File: src/rtl/mem_xbar_arbiter_if.sv
// Core-side request/response bundle for mem_xbar_arbiter.
// Port i of every packed vector occupies slice i (e.g. addr[i*AddrWidth +: AddrWidth]).
//   master: req/we/be/addr/wdata out, gnt/rvalid/rdata/err in
//   slave : the arbiter's view (directions reversed)
interface mem_xbar_arbiter_if #(
  parameter int unsigned NumPorts  = 2,
  parameter int unsigned AddrWidth = 32,
  parameter int unsigned DataWidth = 32
);
  localparam int unsigned BeWidth = DataWidth / 8;

  logic [NumPorts-1:0]           req;
  logic [NumPorts-1:0]           we;
  logic [NumPorts*BeWidth-1:0]   be;
  logic [NumPorts*AddrWidth-1:0] addr;
  logic [NumPorts*DataWidth-1:0] wdata;
  logic [NumPorts-1:0]           gnt;
  logic [NumPorts-1:0]           rvalid;
  logic [DataWidth-1:0]          rdata;
  logic [NumPorts-1:0]           err;

  modport master (
    output req, we, be, addr, wdata,
    input  gnt, rvalid, rdata, err
  );

  modport slave (
    input  req, we, be, addr, wdata,
    output gnt, rvalid, rdata, err
  );
endinterface

File: src/rtl/mem_xbar_arbiter.sv
// N-port req/gnt/rvalid arbiter in front of a single-port RAM.
// Ports:
//   clk, reset       clock, synchronous active-low reset
//   bus (slave)      per-port req/we/be/addr/wdata in; gnt/rvalid/err per port, shared rdata out
//   mem_*_o          RAM request channel (word address, MW bits)
//   mem_rvalid_i/mem_rdata_i  RAM response, exactly one cycle after mem_req_o
// Grants are combinational; out-of-range accesses are granted, never reach
// the RAM, and answer with err one cycle later.
module mem_xbar_arbiter #(
  parameter int unsigned          NumPorts  = 2,
  parameter int unsigned          AddrWidth = 32,
  parameter int unsigned          DataWidth = 32,
  parameter int unsigned          Depth     = 16384,
  parameter logic [AddrWidth-1:0] BaseAddr  = '0,
  parameter int unsigned          ArbMode   = 0
) (
  input  logic                           clk,
  input  logic                           reset,
  mem_xbar_arbiter_if.slave              bus,
  output logic                           mem_req_o,
  output logic                           mem_we_o,
  output logic [DataWidth/8-1:0]         mem_be_o,
  output logic [$clog2(Depth)-1:0]       mem_addr_o,
  output logic [DataWidth-1:0]           mem_wdata_o,
  input  logic                           mem_rvalid_i,
  input  logic [DataWidth-1:0]           mem_rdata_i
);

  localparam int unsigned MW = $clog2(Depth);
  localparam int unsigned BW = DataWidth / 8;
  localparam int unsigned PW = (NumPorts > 1) ? $clog2(NumPorts) : 1;
  localparam logic [AddrWidth:0] Limit = (AddrWidth+1)'(64'(Depth) * 64'd4);

  logic [PW-1:0] rr_q, rr_d;
  logic          resp_valid_q;
  logic [PW-1:0] resp_port_q;
  logic          resp_err_q;

  logic                 any_c;
  logic [PW-1:0]        win_c;
  logic [AddrWidth-1:0] addr_w;
  logic [AddrWidth-1:0] off_c;
  logic                 in_range_c;

  // Winner selection: fixed priority, or round-robin search from rr_q.
  always_comb begin
    any_c = 1'b0;
    win_c = '0;
    if (ArbMode == 0 || NumPorts == 1) begin
      for (int i = NumPorts - 1; i >= 0; i--) begin
        if (bus.req[PW'(i)]) begin
          any_c = 1'b1;
          win_c = PW'(i);
        end
      end
    end else begin
      for (int unsigned off = 0; off < NumPorts; off++) begin
        int unsigned idx;
        idx = 32'(rr_q) + off;
        if (idx >= NumPorts) idx = idx - NumPorts;
        if (!any_c && bus.req[PW'(idx)]) begin
          any_c = 1'b1;
          win_c = PW'(idx);
        end
      end
    end
  end

  // Round-robin pointer advances past the winner; fixed mode keeps it at 0.
  always_comb begin
    rr_d = rr_q;
    if (ArbMode != 0 && NumPorts > 1 && any_c) begin
      rr_d = (win_c == PW'(NumPorts - 1)) ? '0 : PW'(win_c + PW'(1));
    end
  end

  // Winner's request attributes and range check (below-base addresses wrap high).
  always_comb begin
    addr_w      = '0;
    mem_we_o    = 1'b0;
    mem_be_o    = '0;
    mem_wdata_o = '0;
    for (int unsigned i = 0; i < NumPorts; i++) begin
      if (win_c == PW'(i)) begin
        addr_w      = bus.addr[i*AddrWidth +: AddrWidth];
        mem_we_o    = bus.we[i];
        mem_be_o    = bus.be[i*BW +: BW];
        mem_wdata_o = bus.wdata[i*DataWidth +: DataWidth];
      end
    end
    off_c      = addr_w - BaseAddr;
    in_range_c = ({1'b0, off_c} < Limit);
    mem_addr_o = off_c[MW+1:2];
    mem_req_o  = reset && any_c && in_range_c;
  end

  // Grant and response fan-out; only resp_port_q sees rvalid/err.
  always_comb begin
    bus.gnt    = '0;
    bus.rvalid = '0;
    bus.err    = '0;
    bus.rdata  = '0;
    for (int unsigned i = 0; i < NumPorts; i++) begin
      bus.gnt[i] = reset && any_c && (win_c == PW'(i));
      if (resp_valid_q && resp_port_q == PW'(i)) begin
        bus.rvalid[i] = resp_err_q || mem_rvalid_i;
        bus.err[i]    = resp_err_q;
      end
    end
    if (resp_valid_q && !resp_err_q && mem_rvalid_i) bus.rdata = mem_rdata_i;
  end

  // Outstanding-response tracking; reset drops any pending response.
  always_ff @(posedge clk) begin
    if (!reset) begin
      rr_q         <= '0;
      resp_valid_q <= 1'b0;
      resp_port_q  <= '0;
      resp_err_q   <= 1'b0;
    end else begin
      rr_q         <= rr_d;
      resp_valid_q <= any_c;
      if (any_c) begin
        resp_port_q <= win_c;
        resp_err_q  <= !in_range_c;
      end
    end
  end

endmodule

File: src/flat_wrapper.sv
// flat-port wrapper written by rule: the top's interface ports become plain ports
module mem_xbar_arbiter_flat 
#(
  parameter int unsigned          NumPorts  = 2,
  parameter int unsigned          AddrWidth = 32,
  parameter int unsigned          DataWidth = 32,
  parameter int unsigned          Depth     = 16384,
  parameter logic [AddrWidth-1:0] BaseAddr  = '0,
  parameter int unsigned          ArbMode   = 0
)
  (clk, reset, mem_req_o, mem_we_o, mem_be_o, mem_addr_o, mem_wdata_o, mem_rvalid_i, mem_rdata_i, bus_req, bus_we, bus_be, bus_addr, bus_wdata, bus_gnt, bus_rvalid, bus_rdata, bus_err);
  mem_xbar_arbiter_if #(.NumPorts(NumPorts), .AddrWidth(AddrWidth), .DataWidth(DataWidth)) bus_i ();
  input  logic clk;
  input  logic reset;
  output logic mem_req_o;
  output logic mem_we_o;
  output logic [DataWidth/8-1:0] mem_be_o;
  output logic [$clog2(Depth)-1:0] mem_addr_o;
  output logic [DataWidth-1:0] mem_wdata_o;
  input  logic mem_rvalid_i;
  input  logic [DataWidth-1:0] mem_rdata_i;
  input wire logic [$bits(bus_i.req)-1:0] bus_req;
  input wire logic [$bits(bus_i.we)-1:0] bus_we;
  input wire logic [$bits(bus_i.be)-1:0] bus_be;
  input wire logic [$bits(bus_i.addr)-1:0] bus_addr;
  input wire logic [$bits(bus_i.wdata)-1:0] bus_wdata;
  output wire logic [$bits(bus_i.gnt)-1:0] bus_gnt;
  output wire logic [$bits(bus_i.rvalid)-1:0] bus_rvalid;
  output wire logic [$bits(bus_i.rdata)-1:0] bus_rdata;
  output wire logic [$bits(bus_i.err)-1:0] bus_err;
  assign bus_i.req = bus_req;
  assign bus_i.we = bus_we;
  assign bus_i.be = bus_be;
  assign bus_i.addr = bus_addr;
  assign bus_i.wdata = bus_wdata;
  assign bus_gnt = bus_i.gnt;
  assign bus_rvalid = bus_i.rvalid;
  assign bus_rdata = bus_i.rdata;
  assign bus_err = bus_i.err;
  mem_xbar_arbiter #(.NumPorts(NumPorts), .AddrWidth(AddrWidth), .DataWidth(DataWidth), .Depth(Depth), .BaseAddr(BaseAddr), .ArbMode(ArbMode)) u_core (.clk(clk), .reset(reset), .bus(bus_i), .mem_req_o(mem_req_o), .mem_we_o(mem_we_o), .mem_be_o(mem_be_o), .mem_addr_o(mem_addr_o), .mem_wdata_o(mem_wdata_o), .mem_rvalid_i(mem_rvalid_i), .mem_rdata_i(mem_rdata_i));
endmodule
File: config.mk
export PLATFORM = sky130hd
export DESIGN_NAME = mem_xbar_arbiter_flat
export DESIGN_NICKNAME = d
export VERILOG_FILES = /design/src/rtl/mem_xbar_arbiter_if.sv /design/src/rtl/mem_xbar_arbiter.sv /design/src/flat_wrapper.sv
export SDC_FILE = /design/constraint.sdc
export NUM_CORES = 1
export LEC_CHECK = 0
export BUFFER_PORTS_ARGS = -buffer_cell sky130_fd_sc_hd__buf_2
export CAP_MARGIN = 20
export CORE_AREA = 10 10 94 96
export DETAILED_ROUTE_END_ITERATION = 12
export DIE_AREA = 0 0 104 106
export PLACE_DENSITY = 0.58
export SLEW_MARGIN = 20
export SYNTH_ARGS = -nofsm -noshare
export SYNTH_HDL_FRONTEND = slang
export SYNTH_SLANG_ARGS = --single-unit
File: constraint.sdc
create_clock -name clk -period 1.64 [get_ports clk]
set_clock_uncertainty 0.2 [all_clocks]
set_input_delay 0.246 -clock clk [delete_from_list [all_inputs] [get_ports clk]]
set_output_delay 0.246 -clock clk [all_outputs]
set_load 0.01 [all_outputs]
# Word level (Yosys, flattened, before mapping)
# Cells that the tools add are included.
[totals] register_bits=3 out_inout_bits=90 wordCells=28
[classes] mux=11 reduce_logical=11 bitwise_logic=2 order_cmp=1
[op_table] op="$mux W32" n=3
[op_table] op="$lt A32 B17 Y1 const B" n=1
[op_table] op="$logic_and A1 B1 Y1" n=8
[op_table] op="$mux W1" n=7
[op_table] op="$mux W4" n=1
[op_table] op="$logic_not A1 Y1" n=2
[op_table] op="$not A1 Y1" n=2
[op_table] op="$logic_or A1 B1 Y1" n=1

# Logic depth before layout (Yosys ltp)
[logic_depth] depth_word=4 mapped_depth=3 ltp_nobuf=3

# Worst setup path after synthesis
# No wires, ideal clock.
[synth_path] kind="flip-flop to output port" startpoint="reg u_core.resp_err_q" endpoint="out bus_rdata[10]" arrival_time_ps=852 path_slack_ps=342 path_stages_with_launch=4 path_buffers=1 cell_sequence="dfxtp_1 > and3b_2 > buf_6 > and2_1"
[synth_between] elab_chain_len=4
[synth_lines] element="start, declared" line="mem_xbar_arbiter.sv:37" source="logic resp_err_q;"
[synth_lines] element="start signal, assigned" line="mem_xbar_arbiter.sv:125" source="resp_err_q <= !in_range_c;"
[synth_lines] element="$logic_not A1 Y1" line="mem_xbar_arbiter.sv:110" source="if (resp_valid_q && !resp_err_q && mem_rvalid_i) bus.rdata = mem_rdata_i;"
[synth_lines] element="$logic_and A1 B1 Y1 (2 in a row)" line="mem_xbar_arbiter.sv:110"
[synth_lines] element="$mux W32" line="mem_xbar_arbiter.sv:110"
[synth_lines] element="end, declared" line="flat_wrapper.sv:29" source="output wire logic [$bits(bus_i.rdata)-1:0] bus_rdata;"
# Every way passes these cells.

# Worst setup path after layout
[layout_path] startpoint="reg u_core.resp_err_q" endpoint="out bus_rdata[15]"
# The elaborated chain is that of the path after synthesis.

==> flow_summary.json <==
{
  "status": "finished clean",
  "yosysWarnings": 0,
  "die_h_um": 106,
  "crit_chain": "and3b_2 > and2_4 > buf_6",
  "grt_pass1_wl_um": 5820,
  "cts-buffers-inserted": 3,
  "grt_pass1_vias": 932,
  "tritoncts": "built",
  "synth_area_um2": 816,
  "vdd_drop_max_mv": 0.109,
  "synthTopCellsByCount": "buf_4 (55), and2_4 (21), and2_1 (10)",
  "crit_start": "u_core.resp_err_q",
  "netlist_top_cells_area": "buf_4 (51%), and2_4 (23%), and2_1 (7.7%)",
  "fmax_ghz": 0.611,
  "wl_per_cell_um": 17.4,
  "hp-class": "in -> reg",
  "whs_ns": 0.0891,
  "nFillCells": 797,
  "cts_root_buffer": "clkbuf_8",
  "io_buffers": 86,
  "maxCapViolCount": 0,
  "fin_crit_sh_pct": 99.8,
  "gp_congestion": 0.629,
  "grt_usage_pct": 6.94,
  "drive_gt1_share_pct": 89.5,
  "path_max_fanout": 8,
  "leakagePower_nw": 0.651,
  "cts_max_path_buffers": 2,
  "critical_path_class": "reg -> out",
  "hold_violations": 0,
  "num_vias": 806,
  "ys_ff_latch": 2,
  "drv_slew": 0,
  "totalPowerFinal_mw": 0.431,
  "dp_hpwl_um": 3250,
  "ant_nets": 0,
  "grt_antenna_before_repair": 0,
  "drc": 0,
  "ys_types": 13,
  "min_path_cells": 2,
  "crit_path_start_kind": "register",
  "p_per_area_nw_per_um2": 347,
  "netlist_instances": 104,
  "ys.flop_type": "dfxtp_1",
  "core_area_um2": 7060,
  "arrival_ns": 1.19,
  "synth_edf_count": 0,
  "setup_viol": 0,
  "row_count": 31,
  "initialDrtViolationCount": 6,
  "yosysTopAreaCell": "buf_4",
  "timing.critical_path.slowest_stage_cell": "dfxtp_4",
  "fin_setup_tns_ns": 0,
  "crit_path_end_kind": "primary output",
  "drtPass1Iterations": 2,
  "ys_seq_area_share_pct": 4.91,
  "grt_start_max_net_pins": 9,
  "htree_levels": 1,
  "stdcell_area_um2": 1240,
  "period_needed_ns": 1.64,
  "max_stage_delay_ns": 0.35,
  "worstHoldEndpoint": "u_core.resp_err_q",
  "dpl_cell_area_um2": 946,
  "viasPerCell": 3.33,
  "crit_required_ns": 1.19,
  "io_pins": 265,
  "syn_avg_cell_area_um2": 7.84,
  "regArea_um2": 47.5,
  "yosysMostFrequentCell": "buf_4",
  "wl_um": 4210,
  "cts.sinks": 2,
  "die_width_um": 104,
  "synthArstFlopShare_pct": 0,
  "grt-ovfl-total": 0,
  "nets": 320,
  "synth.top_cell.area_share_pct": 50.6,
  "area_delta_synth_final_pct": 52.3,
  "min_from": "reset",
  "antenna_cells": 0,
  "clkTransAtPathRegs_ns": 0.03,
  "dieArea_um2": 11000,
  "grt_setup_unrepaired": "true",
  "start_util_pct": 11.6,
  "multi_input_comb_area_um2": 389
}
sequential cells by signal, indices dropped and copies added, names as in the netlist:
| signal | count |
|---|---|
| u_core.resp_valid_q | 1 |
| u_core.resp_err_q | 1 |
stage by stage:
stage | worst slack (ns) | util (%) | cells
after floorplan | 0.342 | - | 106
after CTS | -0.0231 | 16.9 | 242
after global routing | -0.0514 | 17.6 | 242
after detailed placement | -0.0252 | 13.4 | 235
final | 0.00381 | 17.6 | 242
after global placement | 0.0162 | 13.4 | 235
power by group:
| part | total [mW] | switching (mW) | internal [mW] |
|---|---|---|---|
| logic | 0.182 | 0.0687 | 0.113 |
| registers | 0.0553 | 0.00475 | 0.0505 |
| clock network | 0.194 | 0.0384 | 0.155 |
layout by cell type (no fill, tap or decap):
cell and n:
inv_1 1, and2_1 4, dfxtp_4 2, buf_4 2, buf_2 57, nor4_1 3
buf_6 29, conb_1 3, nor2_1 1, nand4_1 1, clkbuf_8 3, o21a_1 1
and3b_4 1, dlygate4sd3_1 1, nor4_2 1, and2_2 1, and3b_2 3, and2_4 29
area by class of cell:
cell class | count | area share, %
timing repair buffer | 89 | 51.3
multi-input combinational | 48 | 31.3
tap | 99 | 9.97
sequential | 2 | 3.83
clock buffer | 3 | 3.32
inverter | 1 | 0.302
repair_timing:
action	CTS	global route
pin swaps	19	15
resized for setup	34	12
gates cloned	3	0
buffers inserted	0	0
setup endpoints to repair	32	24
hold endpoints to repair	1	0
hold buffers	1	0
critical path: cells and delay by family (launching register included):
| kind | cells | cell delay [ns] |
|---|---|---|
| and+or+nand+nor | 2 | 0.53 |
| buffers and inverters | 1 | 0.10 |
| DFF | 1 | 0.35 |
kinds of logic (layout without fill, tap and decap cells):
family | count (synthesis) | after routing | share of synthesized area, %
AOI/OAI and AO/OA | 1 | 1 | 0.921
buffers and inverters | 59 | 93 | 55.2
DFF | 2 | 2 | 4.91
other | 1 | 3 | 0.460
and+or+nand+nor | 41 | 44 | 38.5
layer usage:
layer	share of wire, %	routed length (um)	vias up	global-route usage, %
met3	15	642	26	4.23
met4	5.3	223	0	5.86
met5	0	0	-	0
met1	28	1190	332	5.37
li1	-	-	345	-
met2	51	2160	103	12.2
how the worst max path moves through the flow:
stage	endpoint	slack [ns]
CTS	bus_rdata[0]	-0.02
floorplan	bus_rdata[10]	0.34
global placement	bus_rdata[0]	0.02
detailed placement	bus_rdata[24]	-0.03
global route	bus_rdata[4]	-0.05
finish	bus_rdata[15]	0.004
Power figures use the tool's default switching activity.
